$ cat config.mk
export PLATFORM = sky130hd
export DESIGN_NAME = synapse_weight_feeder
export DESIGN_NICKNAME = d
export VERILOG_FILES = /design/src/rtl/synapse_weight_feeder_pkg.sv /design/src/rtl/synapse_weight_feeder_weight_shift_reg.sv /design/src/rtl/synapse_weight_feeder.sv
export SDC_FILE = /design/constraint.sdc
export NUM_CORES = 1
export LEC_CHECK = 0
export CAP_MARGIN = 10
export CORE_MARGIN = 10
export CORE_UTILIZATION = 40
export DETAILED_ROUTE_END_ITERATION = 16
export PLACE_DENSITY_LB_ADDON = 0.1
export SYNTH_ARGS = -nofsm -noshare
export SYNTH_HDL_FRONTEND = slang
export SYNTH_HIERARCHICAL = 1
export SYNTH_SLANG_ARGS = --single-unit
export TNS_END_PERCENT = 10
$ cat constraint.sdc
create_clock -name clk -period 2.8 [get_ports clk]
set_input_delay 0.56 -clock clk [delete_from_list [all_inputs] [get_ports clk]]
set_output_delay 0.56 -clock clk [all_outputs]
set_load 0.05 [all_outputs]
$ cat src/rtl/synapse_weight_feeder_pkg.sv
// synapse_weight_feeder_pkg: shared weight codes and feeder FSM state encoding
package synapse_weight_feeder_pkg;
    localparam int WEIGHT_BITS = 2;
    localparam logic [WEIGHT_BITS-1:0] W_ZERO = 2'b00;
    localparam logic [WEIGHT_BITS-1:0] W_POS1 = 2'b01;
    localparam logic [WEIGHT_BITS-1:0] W_NEG2 = 2'b10;
    localparam logic [WEIGHT_BITS-1:0] W_NEG1 = 2'b11;
    typedef enum logic [1:0] {
        S_EMPTY   = 2'd0,
        S_LOADING = 2'd1,
        S_READY   = 2'd2
    } state_t;
endpackage

$ cat src/rtl/synapse_weight_feeder_weight_shift_reg.sv
// weight_shift_reg: byte-wide shift-in at the top, parallel weight word out, sync clear
module weight_shift_reg #(
    parameter int W = 64
) (
    input  logic         clk,
    input  logic         clr,
    input  logic         en,
    input  logic [7:0]   din,
    output logic [W-1:0] q
);
    logic [W-1:0] q_q;
    always_ff @(posedge clk) begin
        if (clr) q_q <= '0;
        else if (en) q_q <= W'({din, q_q} >> 8);
    end
    assign q = q_q;
endmodule

$ cat src/rtl/synapse_weight_feeder.sv
// synapse_weight_feeder: byte-serial 2-bit weight load, spike-gated wx bus for the adder tree
module synapse_weight_feeder
    import synapse_weight_feeder_pkg::*;
#(
    parameter int N_STAGE = 5,
    localparam int N_INPUTS = 2**N_STAGE,
    localparam int LOAD_BYTES = N_INPUTS / 4,
    localparam int CW = LOAD_BYTES > 1 ? $clog2(LOAD_BYTES) : 1
) (
    input  logic                  clk,
    input  logic                  reset,
    input  logic                  load_start,
    input  logic                  load_valid,
    input  logic [7:0]            load_data,
    output logic                  load_ready,
    output logic                  weights_loaded,
    input  logic [N_INPUTS-1:0]   spikes_in,
    input  logic                  spikes_valid,
    output logic                  spikes_ready,
    output logic [2*N_INPUTS-1:0] wx_out,
    output logic                  wx_valid
);
    state_t state_q, state_d;
    logic [CW-1:0] cnt_q, cnt_d;
    logic [2*N_INPUTS-1:0] w, masked, wx_q;
    logic wxv_q, shift_en, last, accept;

    weight_shift_reg #(.W(2*N_INPUTS)) u_wreg (
        .clk(clk),
        .clr(reset | load_start),
        .en (shift_en),
        .din(load_data),
        .q  (w)
    );

    assign last = cnt_q == CW'(LOAD_BYTES - 1);

    // load_start wins from every state and discards any partial load
    always_comb begin
        state_d  = state_q;
        cnt_d    = cnt_q;
        shift_en = 1'b0;
        if (load_start) begin
            state_d = S_LOADING;
            cnt_d   = '0;
        end else if (state_q == S_LOADING && load_valid) begin
            shift_en = 1'b1;
            cnt_d    = last ? '0 : cnt_q + 1'b1;
            state_d  = last ? S_READY : S_LOADING;
        end
    end

    genvar i;
    for (i = 0; i < N_INPUTS; i++) begin : g_mask
        assign masked[WEIGHT_BITS*i +: WEIGHT_BITS] = spikes_in[i] ? w[WEIGHT_BITS*i +: WEIGHT_BITS] : W_ZERO;
    end

    assign accept = spikes_valid & spikes_ready;

    always_ff @(posedge clk) begin
        if (reset) begin
            state_q <= S_EMPTY;
            cnt_q   <= '0;
            wx_q    <= '0;
            wxv_q   <= 1'b0;
        end else begin
            state_q <= state_d;
            cnt_q   <= cnt_d;
            wxv_q   <= accept;
            if (accept) wx_q <= masked;
        end
    end

    assign load_ready     = state_q == S_LOADING;
    assign weights_loaded = state_q == S_READY;
    assign spikes_ready   = state_q == S_READY && !load_start;
    assign wx_out         = wx_q;
    assign wx_valid       = wxv_q;
endmodule

Yosys cells after proc, flatten, opt, wreduce, memory -nomap -nowiden
Cells that the tools add are included.
{"block": "word_totals", "register_bits": 134, "wordCells": 55, "output_inout_bits": 68, "in_bits": 45}
{"block": "classes", "bitwise_logic": 2, "n_reduce_logical": 5, "add_sub_neg": 1, "n_mux": 38, "eq_ne": 3}
{"operator": "2-to-1 mux 2 bit", "count": 33}
{"operator": "2-to-1 mux 1 bit", "count": 4}
{"operator": "adder 3 x 1 -> 3 bit, second input constant", "count": 1}
{"operator": "== test 3 bit, second input constant", "count": 1}
{"operator": "2-to-1 mux 3 bit", "count": 1}
{"operator": "== test 2 x 1 -> 1 bit, second input constant", "count": 1}
{"operator": "== test 2 bit, second input constant", "count": 1}
{"operator": "logical AND 1 bit", "count": 2}
{"operator": "nonzero test 2 bit", "count": 1}
{"operator": "OR reduction 2 bit", "count": 1}
{"operator": "AND 1 bit", "count": 1}
{"operator": "zero test 1 bit", "count": 1}
{"operator": "OR 1 bit", "count": 1}

Depth between registers and ports, before layout
{"block": "depth", "word_depth": 4, "depth_mapped": 6, "depth_no_buf": 4}

Hierarchy
The synthesis kept the hierarchy.
{"mod": "synapse_weight_feeder", "cells_each": 309, "area_per_inst_um2": 3314.4, "seq_area_each_um2": 1401.3, "n_inst": 1}
{"mod": "weight_shift_reg", "cells_each": 206, "area_per_inst_um2": 2290.9, "seq_area_each_um2": 1281.2, "n_inst": 1}

Worst setup path before layout
OpenSTA, ideal clock, no wires.
{"block": "synth_timing", "path_type": "reg2out", "from": "register state_q[0]", "to": "output port spikes_ready", "stages_incl_launch_ff": 3, "arrival_time_ps": 1596, "n_path_buf": 0, "required_time_ps": 2240, "setup_slack_ps": 644, "path_cell_list": "dfxtp_1 -> and2b_1 -> nor2b_1"}
{"block": "synth_via", "elab_chain_len": 2}
{"item": "from (decl)", "line": "synapse_weight_feeder.sv:23", "source": "state_t state_q, state_d;"}
{"item": "from (signal assigned)", "line": "synapse_weight_feeder.sv:67", "source": "state_q <= state_d;"}
{"item": "== test 2 bit"}
{"item": "net weights_loaded", "line": "synapse_weight_feeder.sv:16", "source": "output logic weights_loaded,"}
{"item": "logical AND 1 bit", "line": "synapse_weight_feeder.sv:76", "source": "assign spikes_ready = state_q == S_READY && !load_start;"}
{"item": "to (decl)", "line": "synapse_weight_feeder.sv:19", "source": "output logic spikes_ready,"}
The timed path passes the listed nets, and every way through them passes these cells.

Final worst setup path
{"block": "layout_timing", "from": "register state_q[0]", "to": "output port load_ready"}
{"block": "layout_via", "elab_chain_len": 1}
{"item": "== test 2 x 1 -> 1 bit", "line": "synapse_weight_feeder.sv:74", "source": "assign load_ready = state_q == S_LOADING;"}
{"item": "to (decl)", "line": "synapse_weight_feeder.sv:15", "source": "output logic load_ready,"}
No other way between the ends.

==> flow_summary.json <==
{
  "hold_viol_final": 0,
  "cts_tree": "yes",
  "numPortBuffers": 112,
  "grt.overflow.total": 0,
  "grtUsageTotal_pct": 13.5,
  "fin_nets": 663,
  "placed_cells": 776,
  "finalSetupViolations": 0,
  "rsz0062_at_grt": "false",
  "numCtsBuffers": 17,
  "cp.arrival_ps": 1800,
  "cts-root-buf": "clkbuf_16",
  "start_util_pct": 40.5,
  "slew_violations": 0,
  "synth_area_um2": 5610,
  "dr.pass1.iters": 4,
  "finalSetupTns_ps": 0,
  "drtAntennaViolNets": 0,
  "rrSetupSlack_ps": 1260,
  "insertedDiodeCount": 0,
  "worstSetupStartpoint": "state_q[0]",
  "crit_type": "flip-flop to primary output",
  "wire_per_inst_um": 15.9,
  "critPathMaxFanout": 7,
  "stdcell_count": 806,
  "dr_total_vias": 3820,
  "post-route-min-period_ps": 2360,
  "status": "completed",
  "endpoint": "load_ready",
  "postCtsHoldBufs": 0,
  "grt_util_met1_pct": 15.5,
  "slowest_delay_ps": 810,
  "endpoint_kind": "primary output",
  "grt_max_degree": 66,
  "tightest_slew_ps": 541,
  "grt_pass1_vias": 4025,
  "hp-class": "flip-flop to flip-flop",
  "dp_slack_ps": 587,
  "drc": 0,
  "num_rows": 43,
  "ir_worst_vdd_mv": 0.327,
  "antenna_found_initial": 0,
  "busiest_layer": "met2",
  "syn2layout_area_growth_pct": 29.6,
  "max-slew-margin-rel_pct": 63.8,
  "die_width_um": 138,
  "die_y_um": 138,
  "cellPowerDensity_nw_per_um2": 569,
  "rr_worst_depth": 4,
  "clockBufferDepth": 2,
  "r2r_end": "u_wreg/q[7]",
  "die_area_um2": 19100,
  "power_leakage_nw": 2.31,
  "timing.final.ws_setup_ps": 443,
  "drt_iter0_drc": 142,
  "routed_wl_um": 12800,
  "cp-start-kind": "flip-flop",
  "cts_resized": 0,
  "grt_first_pass_wirelength_um": 21100,
  "required_ps": 2240,
  "hpwl_um": 8750,
  "crit_chain": "nor2b_1 -> clkdlybuf4s50_1",
  "nFillCells": 1247,
  "ios": 113,
  "post_cts_buffers": 0,
  "syn_inst": 515,
  "fin_total_pwr_w": 0.00413,
  "r2r_start": "state_q[0]",
  "syn_area_per_cell_um2": 10.9,
  "path_clk_slew_ps": 50,
  "fin_skew_ps": 5.66,
  "viasPerCell": 4.74,
  "htreeDepth": 4,
  "yosysWarnings": 6,
  "yosysUniqueCellTypes": 25,
  "synth_nets": 563,
  "routabilityCongestion": 0.705,
  "core_um2": 13800,
  "yosysSeqAreaShare_pct": 47.9,
  "use_met3_pct": 5.21,
  "clock-sinks": 134,
  "insertion_delay_ps": 410,
  "post-route-period-util_pct": 84.2,
  "drive_above_1_share_pct": 6.55,
  "slowest_stage": "clkdlybuf4s50_1",
  "fmax_ghz": 0.424,
  "use_met2_pct": 22.2,
  "maxCapViolCount": 0,
  "ys_ff_latch": 134
}
-- registers in the layout (all words and copies together) (netlist names) --
register	cells
cnt_q	3
state_q	2
u_wreg/q	64
wx_out	64
wx_valid	1
-- power by group --
group          leakage (nW)  switching, W  total (W)  internal [W]
clock network         0.275      0.000750    0.00203       0.00128
registers              1.08    0.00000318    0.00191       0.00191
logic                 0.951     0.0000790   0.000186      0.000107
total                  2.31      0.000832    0.00413       0.00330
-- placed cells by master (no fill, tap or decap), drive strengths merged --
cell,synthesis,layout
nand3b,64,64
and3b,1,1
a31oi,1,1
clkbuf,15,27
mux2i,128,128
clkdlybuf4s50,0,110
and4bb,2,2
nand2b,64,64
and2b,1,1
dfxtp,134,134
clkinv,0,3
or2,1,1
nor3b,5,5
mux2,3,3
nor2,66,66
nor4,1,1
ha,3,3
a211oi,1,1
nor2b,3,3
buf,22,8
-- Yosys cell counts --
master / n / area [um2]
and2b_1: 1 / 7.51
buf_6: 1 / 11.3
and4bb_4: 1 / 16.3
mux2_2: 3 / 33.8
buf_12: 5 / 100
nor3b_1: 5 / 37.5
nor2_1: 66 / 248
buf_4: 1 / 7.51
and3b_1: 1 / 8.76
buf_1: 6 / 22.5
ha_1: 3 / 37.5
a211oi_1: 1 / 7.51
clkbuf_1: 14 / 52.6
mux2i_1: 128 / 1280
or2_2: 1 / 6.26
nor4_1: 1 / 6.26
dfxtp_1: 134 / 2680
buf_2: 2 / 10.0
buf_8: 7 / 105
nand3b_1: 64 / 480
nor2b_1: 3 / 18.8
nand2b_1: 64 / 400
a31oi_1: 1 / 6.26
clkbuf_2: 1 / 5.00
and4bb_2: 1 / 12.5
-- worst max-delay path: cells and delay by family (launching register included) --
kind                   cells  cell delay, ps
flip-flops                 1             420
buffers and inverters      1             810
AND/OR/NAND/NOR            1             160
-- metrics by stage --
stage	hold slack [ps]	instance area [um2]	util, %
after global routing	484	7260	52.5
after floorplan	461	5610	-
after CTS	472	7260	52.5
after detailed placement	461	6720	48.6
after global placement	458	6720	48.6
final	468	7260	52.5
-- worst min-delay path by stage --
stage,slack (ps),endpoint,from,cells past startpoint
floorplan,460,u_wreg/q[0],u_wreg/q[0],2
global placement,460,wx_out[24],wx_out[24],2
detailed placement,460,wx_out[20],wx_out[20],2
CTS,470,wx_out[11],wx_out[11],2
global route,480,wx_out[59],wx_out[59],2
finish,470,wx_out[11],wx_out[11],2
-- final cells by class --
type	instances	area, um2	share of cell area [%]
Multi-Input combinational cell	344	2610	36.0
Clock inverter	3	15.0	0.207
Tap cell	180	225	3.10
Clock buffer	27	533	7.34
Sequential cell	134	2680	36.9
Timing Repair Buffer	118	1200	16.5
-- per-layer routing --
| layer | up-vias | routed length (um) | part of all wire (%) |
|---|---|---|---|
| met4 | 0 | 127 | 0.99 |
| met5 | - | 0 | 0 |
| met2 | 75 | 6220 | 49 |
| met1 | 1782 | 5740 | 45 |
| met3 | 10 | 699 | 5.5 |
| li1 | 1953 | - | - |
-- cells by family after synthesis --
kind of cell / share of synthesized area, %
AND/OR/NAND/NOR: 22.2
flip-flops: 47.9
multiplexers: 23.5
buffers and inverters: 5.60
adder cells (fa/ha/maj): 0.670
AO/OA/AOI/OAI: 0.246
No activity file was read; power rests on OpenSTA's default activity.
